$ cat src/rtl/alu_pkg.sv
// rtl/alu_pkg.sv - shared opcodes, widths, state encoding and opcode-class helpers for the ALU sequencer
package alu_pkg;

    localparam int BITS      = 32;
    localparam int SIG_COUNT = 13;
    localparam int OP_BITS   = 4;

    localparam logic [OP_BITS-1:0] OP_ADD   = 4'd0;
    localparam logic [OP_BITS-1:0] OP_SUB   = 4'd1;
    localparam logic [OP_BITS-1:0] OP_MUL   = 4'd2;
    localparam logic [OP_BITS-1:0] OP_DIV   = 4'd3;
    localparam logic [OP_BITS-1:0] OP_SHR   = 4'd4;
    localparam logic [OP_BITS-1:0] OP_SHL   = 4'd5;
    localparam logic [OP_BITS-1:0] OP_ROR   = 4'd6;
    localparam logic [OP_BITS-1:0] OP_ROL   = 4'd7;
    localparam logic [OP_BITS-1:0] OP_AND   = 4'd8;
    localparam logic [OP_BITS-1:0] OP_OR    = 4'd9;
    localparam logic [OP_BITS-1:0] OP_NEG   = 4'd10;
    localparam logic [OP_BITS-1:0] OP_NOT   = 4'd11;
    localparam logic [OP_BITS-1:0] OP_INCPC = 4'd12;

    typedef enum logic [2:0] {
        ST_IDLE   = 3'd0,
        ST_GET_B  = 3'd1,
        ST_EXEC   = 3'd2,
        ST_OUT_LO = 3'd3,
        ST_OUT_HI = 3'd4,
        ST_ERR    = 3'd5
    } state_t;

    // Ops whose 64-bit result carries meaning in both halves of Z.
    function automatic logic op_is_wide(input logic [OP_BITS-1:0] op);
        return (op == OP_MUL) || (op == OP_DIV);
    endfunction

    // Ops that take a single operand and skip the second-operand fetch.
    function automatic logic op_is_unary(input logic [OP_BITS-1:0] op);
        return (op == OP_NEG) || (op == OP_NOT) || (op == OP_INCPC);
    endfunction

endpackage

$ cat src/rtl/alu_op_decoder.sv
// rtl/alu_op_decoder.sv - combinational opcode classifier and one-hot ALU control generator
//  op_code   in   OP_BITS    binary opcode
//  onehot    out  SIG_COUNT  1<<op_code for legal opcodes, zero for illegal ones
//  is_unary  out  1          neg/not/incPC
//  is_y_only out  1          incPC: the single operand goes to Y, X is zeroed
//  is_wide   out  1          mul/div: result returned as two beats
//  illegal   out  1          opcode 13-15
module alu_op_decoder
    import alu_pkg::*;
(
    input  logic [OP_BITS-1:0]   op_code,
    output logic [SIG_COUNT-1:0] onehot,
    output logic                 is_unary,
    output logic                 is_y_only,
    output logic                 is_wide,
    output logic                 illegal
);

    always_comb begin
        illegal   = (op_code > OP_INCPC);
        onehot    = illegal ? '0 : (SIG_COUNT'(1) << op_code);
        is_unary  = op_is_unary(op_code);
        is_y_only = (op_code == OP_INCPC);
        is_wide   = op_is_wide(op_code);
    end

endmodule

$ cat src/rtl/alu_op_sequencer.sv
// rtl/alu_op_sequencer.sv - host-side sequencer: opcode/operand handshakes, one EXEC cycle, result beats from Z
//  clk, clr                    clock, synchronous active-low reset
//  op_valid/op_ready/op_code   opcode + first operand (bus_in) handshake, accepted in IDLE only
//  opnd_valid/opnd_ready       second operand (bus_in) handshake, accepted in GET_B only
//  alu_ctrl/alu_x/alu_y        one-hot control and registered operands to the ALU
//  alu_result                  ALU 64-bit result, captured into Z at the end of EXEC
//  res_valid/res_ready         result beat handshake; res_data/res_hi/res_err describe the beat
//  busy                        high whenever the sequencer is not idle
module alu_op_sequencer #(
    parameter int BITS      = 32,
    parameter int SIG_COUNT = 13,
    parameter int OP_BITS   = 4
) (
    input  logic                 clk,
    input  logic                 clr,
    input  logic                 op_valid,
    output logic                 op_ready,
    input  logic [OP_BITS-1:0]   op_code,
    input  logic                 opnd_valid,
    output logic                 opnd_ready,
    input  logic [BITS-1:0]      bus_in,
    output logic [SIG_COUNT-1:0] alu_ctrl,
    output logic [BITS-1:0]      alu_x,
    output logic [BITS-1:0]      alu_y,
    input  logic [2*BITS-1:0]    alu_result,
    output logic                 res_valid,
    input  logic                 res_ready,
    output logic [BITS-1:0]      res_data,
    output logic                 res_hi,
    output logic                 res_err,
    output logic                 busy
);
    import alu_pkg::*;

    state_t              state_q, state_d;
    logic [OP_BITS-1:0]  op_q, op_d;
    logic [BITS-1:0]     alu_x_q, alu_x_d;
    logic [BITS-1:0]     alu_y_q, alu_y_d;
    logic [2*BITS-1:0]   z_q, z_d;

    // One decoder serves both phases: in IDLE it classifies the incoming
    // opcode for routing, afterwards it decodes the latched op_q.
    logic [OP_BITS-1:0]   dec_op;
    logic [SIG_COUNT-1:0] dec_onehot;
    logic                 dec_unary, dec_y_only, dec_wide, dec_illegal;

    assign dec_op = (state_q == ST_IDLE) ? op_code : op_q;

    alu_op_decoder u_decoder (
        .op_code   (dec_op),
        .onehot    (dec_onehot),
        .is_unary  (dec_unary),
        .is_y_only (dec_y_only),
        .is_wide   (dec_wide),
        .illegal   (dec_illegal)
    );

    always_comb begin
        state_d = state_q;
        op_d    = op_q;
        alu_x_d = alu_x_q;
        alu_y_d = alu_y_q;
        z_d     = z_q;

        unique case (state_q)
            ST_IDLE: begin
                if (op_valid) begin
                    op_d = op_code;
                    if (dec_illegal) begin
                        state_d = ST_ERR;
                    end else if (dec_y_only) begin
                        alu_x_d = '0;
                        alu_y_d = bus_in;
                        state_d = ST_EXEC;
                    end else if (dec_unary) begin
                        alu_x_d = bus_in;
                        alu_y_d = '0;
                        state_d = ST_EXEC;
                    end else begin
                        alu_x_d = bus_in;
                        state_d = ST_GET_B;
                    end
                end
            end
            ST_GET_B: begin
                if (opnd_valid) begin
                    alu_y_d = bus_in;
                    state_d = ST_EXEC;
                end
            end
            ST_EXEC: begin
                z_d     = alu_result;
                state_d = ST_OUT_LO;
            end
            ST_OUT_LO: begin
                if (res_ready) begin
                    state_d = dec_wide ? ST_OUT_HI : ST_IDLE;
                end
            end
            ST_OUT_HI, ST_ERR: begin
                if (res_ready) begin
                    state_d = ST_IDLE;
                end
            end
            default: state_d = ST_IDLE;
        endcase
    end

    // Every output depends only on registered state, never on a live input.
    always_comb begin
        op_ready   = (state_q == ST_IDLE);
        opnd_ready = (state_q == ST_GET_B);
        busy       = (state_q != ST_IDLE);
        alu_ctrl   = (state_q == ST_EXEC) ? dec_onehot : '0;
        alu_x      = alu_x_q;
        alu_y      = alu_y_q;
        res_valid  = (state_q == ST_OUT_LO) || (state_q == ST_OUT_HI) || (state_q == ST_ERR);
        res_hi     = (state_q == ST_OUT_HI);
        res_err    = (state_q == ST_ERR);
        res_data   = '0;
        if (state_q == ST_OUT_LO) begin
            res_data = z_q[BITS-1:0];
        end else if (state_q == ST_OUT_HI) begin
            res_data = z_q[2*BITS-1:BITS];
        end
    end

    always_ff @(posedge clk) begin
        if (!clr) begin
            state_q <= ST_IDLE;
            op_q    <= '0;
            alu_x_q <= '0;
            alu_y_q <= '0;
            z_q     <= '0;
        end else begin
            state_q <= state_d;
            op_q    <= op_d;
            alu_x_q <= alu_x_d;
            alu_y_q <= alu_y_d;
            z_q     <= z_d;
        end
    end

endmodule

$ cat config.mk
export PLATFORM = sky130hd
export DESIGN_NAME = alu_op_sequencer
export DESIGN_NICKNAME = d
export VERILOG_FILES = /design/src/rtl/alu_pkg.sv /design/src/rtl/alu_op_decoder.sv /design/src/rtl/alu_op_sequencer.sv
export SDC_FILE = /design/constraint.sdc
export NUM_CORES = 1
export LEC_CHECK = 0
export ABC_AREA = 1
export CORE_MARGIN = 1
export CORE_UTILIZATION = 35
export CTS_BUF_LIST = sky130_fd_sc_hd__clkbuf_4 sky130_fd_sc_hd__clkbuf_8 sky130_fd_sc_hd__clkbuf_16
export DETAILED_ROUTE_END_ITERATION = 8
export GPL_ROUTABILITY_DRIVEN = 0
export PLACE_DENSITY = 0.7
export SYNTH_ARGS = -nofsm -noshare
export SYNTH_HDL_FRONTEND = slang
export SYNTH_SLANG_ARGS = --single-unit
export TNS_END_PERCENT = 5
$ cat constraint.sdc
create_clock -name clk -period 5.8 [get_ports clk]
set_clock_uncertainty 0.2 [all_clocks]
set_input_delay 0.87 -clock clk [delete_from_list [all_inputs] [get_ports clk]]
set_output_delay 0.87 -clock clk [all_outputs]
set_load 0.02 [all_outputs]
==> metrics.csv, run 1 <==
metric,value,unit
synth_warnings,0,
path_buf_inv,4,
dp.final_hpwl,11500,µm
grt_pass1_vias,5125,
synth-async-reset-ratio,0,%
antenna_cells,0,
clkTransAtPathRegs,60,ps
cp_top_family,buffers and inverters,
ys_ff_latch,135,
hold_viol,0,
outcome,"finished, final reports clean",
synth.top_cell.area_share,47.0,%
synth_area_leader_cell,dfxtp_1,
critPathMaxFanout,134,
grt_antenna_before_repair,0,
cts_resized,0,
cts_buffers,17,
place_area,8010,µm²
htree_num_levels,4,
cts_buffer_depth,2,
slew_headroom,20.0,%
cp_data_arrival_time,2950,ps
ant_nets,0,
core-area,15900,µm²
area_delta_synth_final,49.6,%
drive_gt1_share,7.41,%
grt_pass1_wl,26100,µm
post_cts_buffers,0,
fillers,1557,
synth_edf_count,0,
ioPinCount,220,
worst_pin_slew,1200,ps
grt_overflow,0,
peakVddDrop,0.000303,V
crit_required,4730,ps
routed_wl,17000,µm
syn_inst,806,
crit_chain,inv_1 > nor3_1 > clkinv_2 > buf_4 > nor3_1 > clkdlybuf4s50_1,
cts_sinks,135,
synthTopCellsByCount,"nand2_1, dfxtp_1, inv_1",
finalNetCount,1105,
drc_errors,0,
worstSetupPathType,flop to output pin,
synthFlopType,dfxtp_1,
powerDensity,503,nW/µm²
firstDrtPassIters,4,
synth.avg_cell_area,7.13,µm²
end_kind,output pin,
final.period_utilization,69.3,%
ys_types,26,
cp-start-kind,flop,
yosys-top-cells-area,"dfxtp_1, nand2_1, a21oi_1",
cts_tree,yes,
yosysMostFrequentCell,nand2_1,
final_max_slew_viol_count,0,
regToRegSetupSlack,3300,ps
slowest_delay,640,ps
hold_path_class,flop to flop,
cts_hold_buffers,0,
power_leakage,3.35,nW
grt_max_degree,135,
max_clock_freq,249,MHz
rows,46,
synthesis.nets,911,
clk_latency,410,ps
setup_viol,0,
die_w,130,µm
cts_root_buf,clkbuf_16,
gr-usage-all-layers,20.0,%
drt_iter0_markers,287,
die_area,16900,µm²
initial_core_util,36.1,%
cp_slowest_cell,clkdlybuf4s50_1,
maxCapViolCount,0,
rsz0062_at_grt,false,
drt-vias-per-instance,4.58,
fin_area,8600,µm²
synth_area,5750,µm²
setup-tns-final,0,ps
wl_per_cell,13.8,µm
num_vias,5620,
fp.dieH,130,µm
fin_crit,4020,ps
port_buffers,219,
seq_area_frac_synth,47.0,%
crit_top_cell,nor3_1,
## worst reg2reg max path, cell delays in order (launching register included)
cell and delay [ps]:
dfxtp_1 520, nor2_4 120, nand2_4 130, nand2_1 70, nand2_2 100, inv_1 70, nand3_1 180, nand3_4 280
nand2_4 390, inv_6 150, nor2_1 140, nor2_1 50
## report_power, final
| group | total (mW) | switching [mW] | internal [mW] |
|---|---|---|---|
| Combinational | 1.91 | 1.22 | 0.691 |
| Clock | 1.07 | 0.408 | 0.658 |
| Sequential | 1.35 | 0.116 | 1.24 |
| Total | 4.33 | 1.74 | 2.59 |
## area by class of cell
type | count | area [µm²] | share of cell area [%]
Inverter | 117 | 445 | 5.18
Clock inverter | 11 | 125 | 1.45
Multi-Input combinational cell | 505 | 2370 | 27.6
Clock buffer | 20 | 460 | 5.35
Sequential cell | 135 | 2700 | 31.4
Tap cell | 216 | 270 | 3.14
Timing Repair Buffer | 224 | 2220 | 25.9
## cells by family (layout without fill, tap and decap cells)
kind of cell	after synthesis	after routing	synth area share (%)
compound gates	202	202	18.5
simple gates	303	303	22.6
buf+inv	166	372	11.9
flops	135	135	47.0
## layout by cell type, fill, tap and decap left out, types with 2 or more instances in the layout
cell type        count
clkdlybuf4s50_1    218
nor2_2              22
bufinv_16            2
inv_2                4
nor3_1               5
clkinv_4             3
inv_1              111
inv_6                2
buf_4                5
dfxtp_1            135
clkinv_2             4
nand3_1             29
o22ai_1             33
o21ai_0             65
a211oi_1             4
nor2_4               2
clkbuf_16           17
a21oi_1             99
nand2_1            156
nand2_4              3
nor2_1              79
nand2_2              3
clkbuf_8             2
clkinvlp_4           2
## flip-flops by register name (all words and copies together), names as in the netlist
| signal | cells |
|---|---|
| alu_x | 32 |
| alu_y | 32 |
| z_q | 64 |
| state_q | 3 |
| op_q | 4 |
## metal layers
layer | vias up | wire, µm | track usage, %
li1 | 2946 | - | -
met5 | - | 0 | 0
met3 | 29 | 1030 | 6.07
met4 | 0 | 425 | 9.44
met1 | 2519 | 7440 | 23.7
met2 | 126 | 8080 | 33.1
## through the flow
step / total power, mW / utilization (%) / cells / setup WS, ps / hold slack [ps]
after detailed placement: 3.28 / 50.3 / 1197 / 2020 / 245
after global placement: 3.26 / 50.3 / 1197 / 2020 / 241
final: 4.33 / 53.9 / 1228 / 1780 / 252
after CTS: 4.37 / 53.9 / 1228 / 1730 / 253
after floorplan: 2.71 / - / 806 / 2940 / 230
after global routing: 4.65 / 53.9 / 1228 / 1550 / 266
## final timing paths
path / start / end / cells past startpoint
max reg2reg: state_q[0] / alu_y[4] / 11
max: state_q[1] / alu_ctrl[11] / 6
min: z_q[51] / z_q[51] / 2
min reg2reg: z_q[51] / z_q[51] / 2
Note: power is estimated with default switching activity, not from simulation.
==> run 2: changes to the inputs <==
==> constraint.sdc (replaced) <==
create_clock -name clk -period 4 [get_ports clk]
set_clock_uncertainty 0.2 [all_clocks]
set_input_delay 0.6 -clock clk [delete_from_list [all_inputs] [get_ports clk]]
set_output_delay 0.6 -clock clk [all_outputs]
set_load 0.02 [all_outputs]
==> run 2 against run 1 <==
Clock-buffer cell count shrank 3. First-iteration DRC count up 9.1%. Core utilization is 0.25 points higher. Largest power group unchanged. Largest cell class unchanged. Sequential cell count stayed put. Sequential share of layout area down 0.15 points. Critical path type unchanged.
==> metrics.csv, run 2 (synthesis results as in run 1) <==
metric,value,unit
outcome,"finished, final reports clean",
drt_iter0_markers,313,
place_area,8020,µm²
clk_latency,420,ps
regToRegSetupSlack,1360,ps
drc_errors,0,
grt_max_degree,121,
path_buf_inv,3,
hold_path_class,flop to flop,
area_delta_synth_final,50.3,%
final_cell_mix,"clkdlybuf4s50_1, nand2_1, dfxtp_1",
setup_slack,502,ps
critPathMaxFanout,15,
firstDrtPassIters,4,
worst_pin_slew,1010,ps
crit_top_cell,nor3_1,
cts_buffer_depth,2,
slowest_delay,660,ps
setup_viol,0,
cts_hold_buffers,0,
grt_pass1_wl,25900,µm
top_register,z_q,
wl_per_cell,13.7,µm
crit_required,3200,ps
dp.cells,1199,
cp_data_arrival_time,2700,ps
slew_headroom,32.7,%
peakVddDrop,0.000451,V
cts_buffers,17,
holdPathStages,2,
fin_cells,1231,
fp.dieH,130,µm
min-delay-start,z_q[30],
fin_total_pwr,6.35,mW
post_cts_buffers,0,
fillers,1566,
ioPinCount,220,
initial_core_util,36.1,%
top_usage_layer,met2,
num_vias,5650,
rows,46,
cp.depth,5,
cts_tree,yes,
cts_sinks,135,
routed_wl,16800,µm
r2r_end,z_q[61],
cp_top_family,buffers and inverters,
grtUsageMet3,6.27,%
rsz0062_at_grt,false,
hold_ws,251,ps
maxCapViolCount,0,
core-area,15900,µm²
largest_reg_flops,64,
hold_viol,0,
cp-start-kind,flop,
grt_antenna_before_repair,0,
fin_crit,3500,ps
fin_area,8640,µm²
drive_gt1_share,7.59,%
finalNetCount,1107,
antenna_cells,0,
die_area,16900,µm²
cts_root_buf,clkbuf_16,
hold_end,z_q[30],
gr-usage-all-layers,19.9,%
max_clock_freq,286,MHz
port_buffers,219,
crit_chain,inv_1 > nor3_1 > clkinv_2 > nor3_1 > clkdlybuf4s50_1,
cts_resized,0,
use_met2,33.0,%
place_ws,753,ps
end_kind,output pin,
die_w,130,µm
powerDensity,735,nW/µm²
clkTransAtPathRegs,60,ps
htree_num_levels,4,
dp.final_hpwl,11800,µm
cp_slowest_cell,clkdlybuf4s50_1,
setup-tns-final,0,ps
worstSetupPathType,flop to output pin,
use_met1,23.4,%
final.period_utilization,87.4,%
final_common_cell,clkdlybuf4s50_1,
drt-vias-per-instance,4.59,
power_leakage,3.37,nW
rr_startpoint,state_q[1],
grt_overflow,0,
final_core_util,54.2,%
final_max_slew_viol_count,0,
ant_nets,0,
ff2ff_path_depth,6,
grt_pass1_vias,5101,
[run 2: cell count changes in the layout (fill, tap and decap cells not counted), sizes merged]
cell	delta
buf	+2
clkinv	-1
clkbuf	-3
clkinvlp	-1
inv	+5
bufinv	+1
[run 2: layer usage]
metal	share of wire [%]	vias up	wire, µm
met4	2.8	0	477
met1	43	2526	7270
met2	48	136	8040
met5	0	-	0
met3	6.3	29	1050
li1	-	2959	-
[run 2: worst max path at each step]
stage	start	endpoint
final	state_q[1]	alu_ctrl[10]
after global routing	state_q[1]	alu_ctrl[3]
after CTS	state_q[1]	alu_ctrl[3]
after detailed placement	op_code[2]	alu_ctrl[12]
after global placement	op_code[2]	alu_ctrl[12]
after floorplan	state_q[1]	alu_ctrl[10]
[run 2: report_power, final]
part | switching [mW] | leakage [nW] | total, mW | internal, mW
Sequential | 0.166 | 1.10 | 1.96 | 1.79
Combinational | 1.76 | 1.97 | 2.76 | 1.01
Clock | 0.636 | 0.300 | 1.63 | 0.995
[run 2: cell type report]
type | instances | area [µm²] | share of cell area, %
Clock buffer | 17 | 425 | 4.92
Clock inverter | 15 | 190 | 2.20
Inverter | 117 | 445 | 5.16
Multi-Input combinational cell | 505 | 2370 | 27.4
Sequential cell | 135 | 2700 | 31.3
Tap cell | 216 | 270 | 3.13
Timing Repair Buffer | 226 | 2240 | 25.9
[run 2: worst register-to-register path: cells and delay by family, from the launching register on]
kind / cells / cell delay, ps
AO/OA/AOI/OAI: 2 / 450
buffers and inverters: 3 / 940
flip-flops: 1 / 430
AND/OR/NAND/NOR: 1 / 460
==> RTL edit 1 (flow settings as in run 2) <==
`BITS` is set to 32 in 2 places; all go to 16.
--- a/src/rtl/alu_pkg.sv
+++ b/src/rtl/alu_pkg.sv
@@ -2,5 +2,5 @@
 package alu_pkg;
 
-    localparam int BITS      = 32;
+    localparam int BITS      = 16;
     localparam int SIG_COUNT = 13;
     localparam int OP_BITS   = 4;
--- a/src/rtl/alu_op_sequencer.sv
+++ b/src/rtl/alu_op_sequencer.sv
@@ -8,5 +8,5 @@
 //  busy                        high whenever the sequencer is not idle
 module alu_op_sequencer #(
-    parameter int BITS      = 32,
+    parameter int BITS      = 16,
     parameter int SIG_COUNT = 13,
     parameter int OP_BITS   = 4
Ports: changed (5 resized); port bits go from 220 to 124. The function was not compared with the original's and may differ.
==> RTL edit 1 against run 2 <==
  * Design area decreased by 45%
  * Wire length is 49% lower
  * Synthesized cell count is 41% lower
  * Combinational power shrank 42%
  * Sequential cell count down 64
  * Total power shrank 49%
  * Largest power group unchanged
  * Sequential power decreased by 47%
  * Via count is 43% lower
  * Area after synthesis is 43% lower
  * Largest cell class is now multi-input combinational cells
  * Worst setup slack improved by 0.034 ns
==> RTL edit 1: results (changes against run 2) <==
first-pass GRT wire length 14,400 um (-44%); sequential cell area share 30.0% (-1.3 points); cts bufs inserted 9 (-8); Post-DP HPWL 6110 um (-48%); synth cell count leaders nor2_1, nand2_1, dfxtp_1; Fillers 895 (-43%); Clock Latency Late Sink 0.33 ns (-0.09 ns); Non-Clock Buffer Count 126 (-44%); post-place setup slack 0.802 ns (+0.0489 ns); Non-clock inverters 55 (-53%); post-synthesis sequential area ratio 43.4% (-3.6 points); switching share of power 43.8% (+3.5 points); fraction of area in multi-input gates 32.1% (+4.8 points); synthesized net count 531 (-42%); max reg flops 32 (-50%); Peak supply drop 0.219 mV (-52%); Compound-Gate Fraction of Synth Area 14.2% (-4.3 points); WL final 8530 um (-49%); clk pwr 579 uW (-64%); Tap Cells 108 (-50%); clk root buf clkbuf_8; Relative slew margins 49.3% (+17 points); status finished clean; vias in the first global route 3,182 (-38%); CP Data Arrival Time 2.66 ns (-0.04 ns); Pleak 2.04 nW (-40%); met3 Track Usage GR 4.61% (-1.7 points); Starting DRT DRC Count 91 (-71%); top post-synthesis cells by area dfxtp_1, nor2_1, nand2_1, inv_1, o21ai_0; Comb power 1.61 mW (-42%); P per Cell Area 680 nW/um2 (-7.5%); global-route met1 utilization 23.4% (-0.029 points); post-route insts no fill 701 (-43%); Placement Cell Area 4540 um2 (-43%); FF+latch area 1420 um2 (-47%); Data buffer area share 26.4% (+0.51 points)
[RTL edit 1: cell types whose count changed in the layout (fill, tap and decap cells not counted), sizes merged, moves of 19 or more]
cell,delta
clkdlybuf4s50,-95
a21oi,-78
inv,-67
nand2,-66
dfxtp,-64
nor2,+33
o21ai,-32
o22ai,-32
nand3,-19
[RTL edit 1: final timing paths]
path	from	endpoint	slack, ns	cells after the start
max	state_q[2]$_SDFFE_PN0P_	res_data[5]	0.54	6
min	alu_x[6]$_SDFFE_PN0P_	alu_x[6]$_SDFFE_PN0P_	0.26	2
min reg2reg	alu_x[6]$_SDFFE_PN0P_	alu_x[6]$_SDFFE_PN0P_	0.26	2
max reg2reg	state_q[0]$_SDFFE_PN0P_	alu_y[7]$_SDFFE_PN0P_	1.88	11
[RTL edit 1: layer usage]
layer,vias up,share of wire (%)
met5,-,0
met4,0,1.6
met3,12,6.8
met2,108,44
met1,1411,48
li1,1701,-
==> RTL edit 2 (flow settings as in run 2) <==
Without the edit above. Re-encode `state_t` (6 states) as Gray code, 3 bits wide.
--- a/src/rtl/alu_pkg.sv
+++ b/src/rtl/alu_pkg.sv
@@ -21,10 +21,10 @@
 
     typedef enum logic [2:0] {
-        ST_IDLE   = 3'd0,
-        ST_GET_B  = 3'd1,
-        ST_EXEC   = 3'd2,
-        ST_OUT_LO = 3'd3,
-        ST_OUT_HI = 3'd4,
-        ST_ERR    = 3'd5
+        ST_IDLE   = 3'b000,
+        ST_GET_B  = 3'b001,
+        ST_EXEC   = 3'b011,
+        ST_OUT_LO = 3'b010,
+        ST_OUT_HI = 3'b110,
+        ST_ERR    = 3'b111
     } state_t;
 
Behaviour: same outputs for any inputs over 4 cycles, from zero or initial values; so few cycles prove little.
==> RTL edit 2 against run 2 <==
  * Area after synthesis down 1.2%
  * Design area down 0.93%
  * Clock power down 5%
  * Combinational power up 14%
  * Wire length up 0.25%
  * Critical path type unchanged
  * Die area down 1.2%
  * Cell count down 2.7%
  * Sequential cell count unchanged
  * Count of clock-buffer cells in the layout up 6
  * Sequential power down 7%
  * Utilization down 0.31 points
  * Worst setup slack better by 0.25 ns
  * Largest power group unchanged
  * Critical endpoint is now res_data[28]
  * Total power up 2.6%
==> RTL edit 2: results (changes against run 2) <==
status finished clean; Critical Path Max Stage Delay 0.63 ns (-0.03 ns); Synth warnings 0 (unchanged); Worst Tran Pin Value 0.826 ns (-0.184 ns); global-route met1 utilization 23.8% (+0.32 points); Post-DP HPWL 11,000 um (-6.5%); cts bufs inserted 17 (unchanged); FF-to-FF path depth 10 (+4); CP Data Arrival Time 2.45 ns (-0.25 ns); synthesized net count 882 (-3.2%); nets@finish 1,075 (-2.9%); Hold Path Class flip-flop to flip-flop; H-tree lvl count 4 (unchanged); max reg flops 64 (unchanged); GR Util met2 32.3% (-0.78 points); clock buffer depth 2 (unchanged); count of unique library cells instantiated by Yosys 24 (-7.7%); Starting DRT DRC Count 266 (-15%); clk root buf clkbuf_16; slowest CP cell clkdlybuf4s50_1; count of input and output buffers 219 (unchanged); Clock buffer cells 23 (+6); Non-Clock Buffer Count 229 (+1.3%); synth cell count leaders nor2_1, nand2_1, dfxtp_1; Fillers 1,515 (-3.3%); Resized Gates After CTS 0 (unchanged); WL final 16,900 um (+0.25%); postcts setup bufs 0 (unchanged); initial antenna violation count 0 (unchanged); Non-clock inverters 20 (-83%); fraction of layout cells with a size suffix above 1 6.62% (-0.97 points); Peak supply drop 0.538 mV (+19%); top post-synthesis cells by area dfxtp_1, nor2_1, nand2_1, a21oi_1, o21ai_0; first-pass GRT wire length 26,300 um (+1.6%); hold depth 2 (unchanged); Pleak 3.45 nW (+2.2%); ClkCell Share 6.86% (-0.27 points); area of the multi-input gates 2660 um2 (+13%); post-synthesis sequential area ratio 47.6% (+0.59 points); vias in the first global route 5,203 (+2.0%); Data buffer area share 26.4% (+0.51 points); largest net degree at the start of global routing 65 (-46%); Worst-path clk slew 0.06 ns (about the same); Via Count 5,733 (+1.5%); Clock Latency Late Sink 0.41 ns; multi-input logic cell count 567 (+12%); Global Route Usage Sum 20.2% (+0.36 points); Max FO, Critical Path 33 (+18); Compound-Gate Fraction of Synth Area 17.4% (-1.1 points); post-synthesis mux area share 0% (unchanged); met3 Track Usage GR 10.6% (+4.3 points)
## RTL edit 2: changes by cell type after synthesis, sizes merged, moves of 4 or more
cell   delta
a21oi    -30
a22o     +32
buf       +5
inv      -96
nand2     -4
nand3    +14
nor2     +85
o22ai    -32
## RTL edit 2: stage by stage
step / worst slack [ns] / cells / instance area (um2) / hold WS, ns / util, %
floorplan: 1.60 / 777 / 5680 / 0.240 / -
detailed placement: 0.811 / 1167 / 7970 / 0.252 / 50.2
global route: 0.595 / 1198 / 8560 / 0.273 / 53.9
CTS: 0.710 / 1198 / 8560 / 0.261 / 53.9
global placement: 0.848 / 1167 / 7970 / 0.248 / 50.2
finish: 0.753 / 1198 / 8560 / 0.257 / 53.9
## RTL edit 2: power by group
group / total (mW) / switching, mW / internal (mW) / leakage [nW]
clock: 1.55 / 0.569 / 0.980 / 0.285
sequential: 1.82 / 0.162 / 1.66 / 1.10
combinational: 3.15 / 2.02 / 1.13 / 2.06
## RTL edit 2: worst paths after layout
kind / start / to / slack [ns]
worst max register to register: state_q[2]$_SDFFE_PN0P_ / alu_y[31]$_SDFFE_PN0P_ / 1.48
worst min register to register: alu_x[12]$_SDFFE_PN0P_ / alu_x[12]$_SDFFE_PN0P_ / 0.26
worst min-delay path: alu_x[12]$_SDFFE_PN0P_ / alu_x[12]$_SDFFE_PN0P_ / 0.26
worst max-delay path: state_q[2]$_SDFFE_PN0P_ / res_data[28] / 0.75
## RTL edit 2: routing by layer
metal  vias to the layer above  part of all wire [%]
met5                         -                     0
met4                         0                  0.76
met3                         9                    11
met2                       178                    46
met1                      2612                    42
li1                       2934                     -
## RTL edit 2: critical path, delay by kind of cell, from the launching register on
kind            cells  cell delay (ns)
buf+inv             3             1.11
flops               1             0.57
simple gates        1             0.12
compound gates      1             0.22
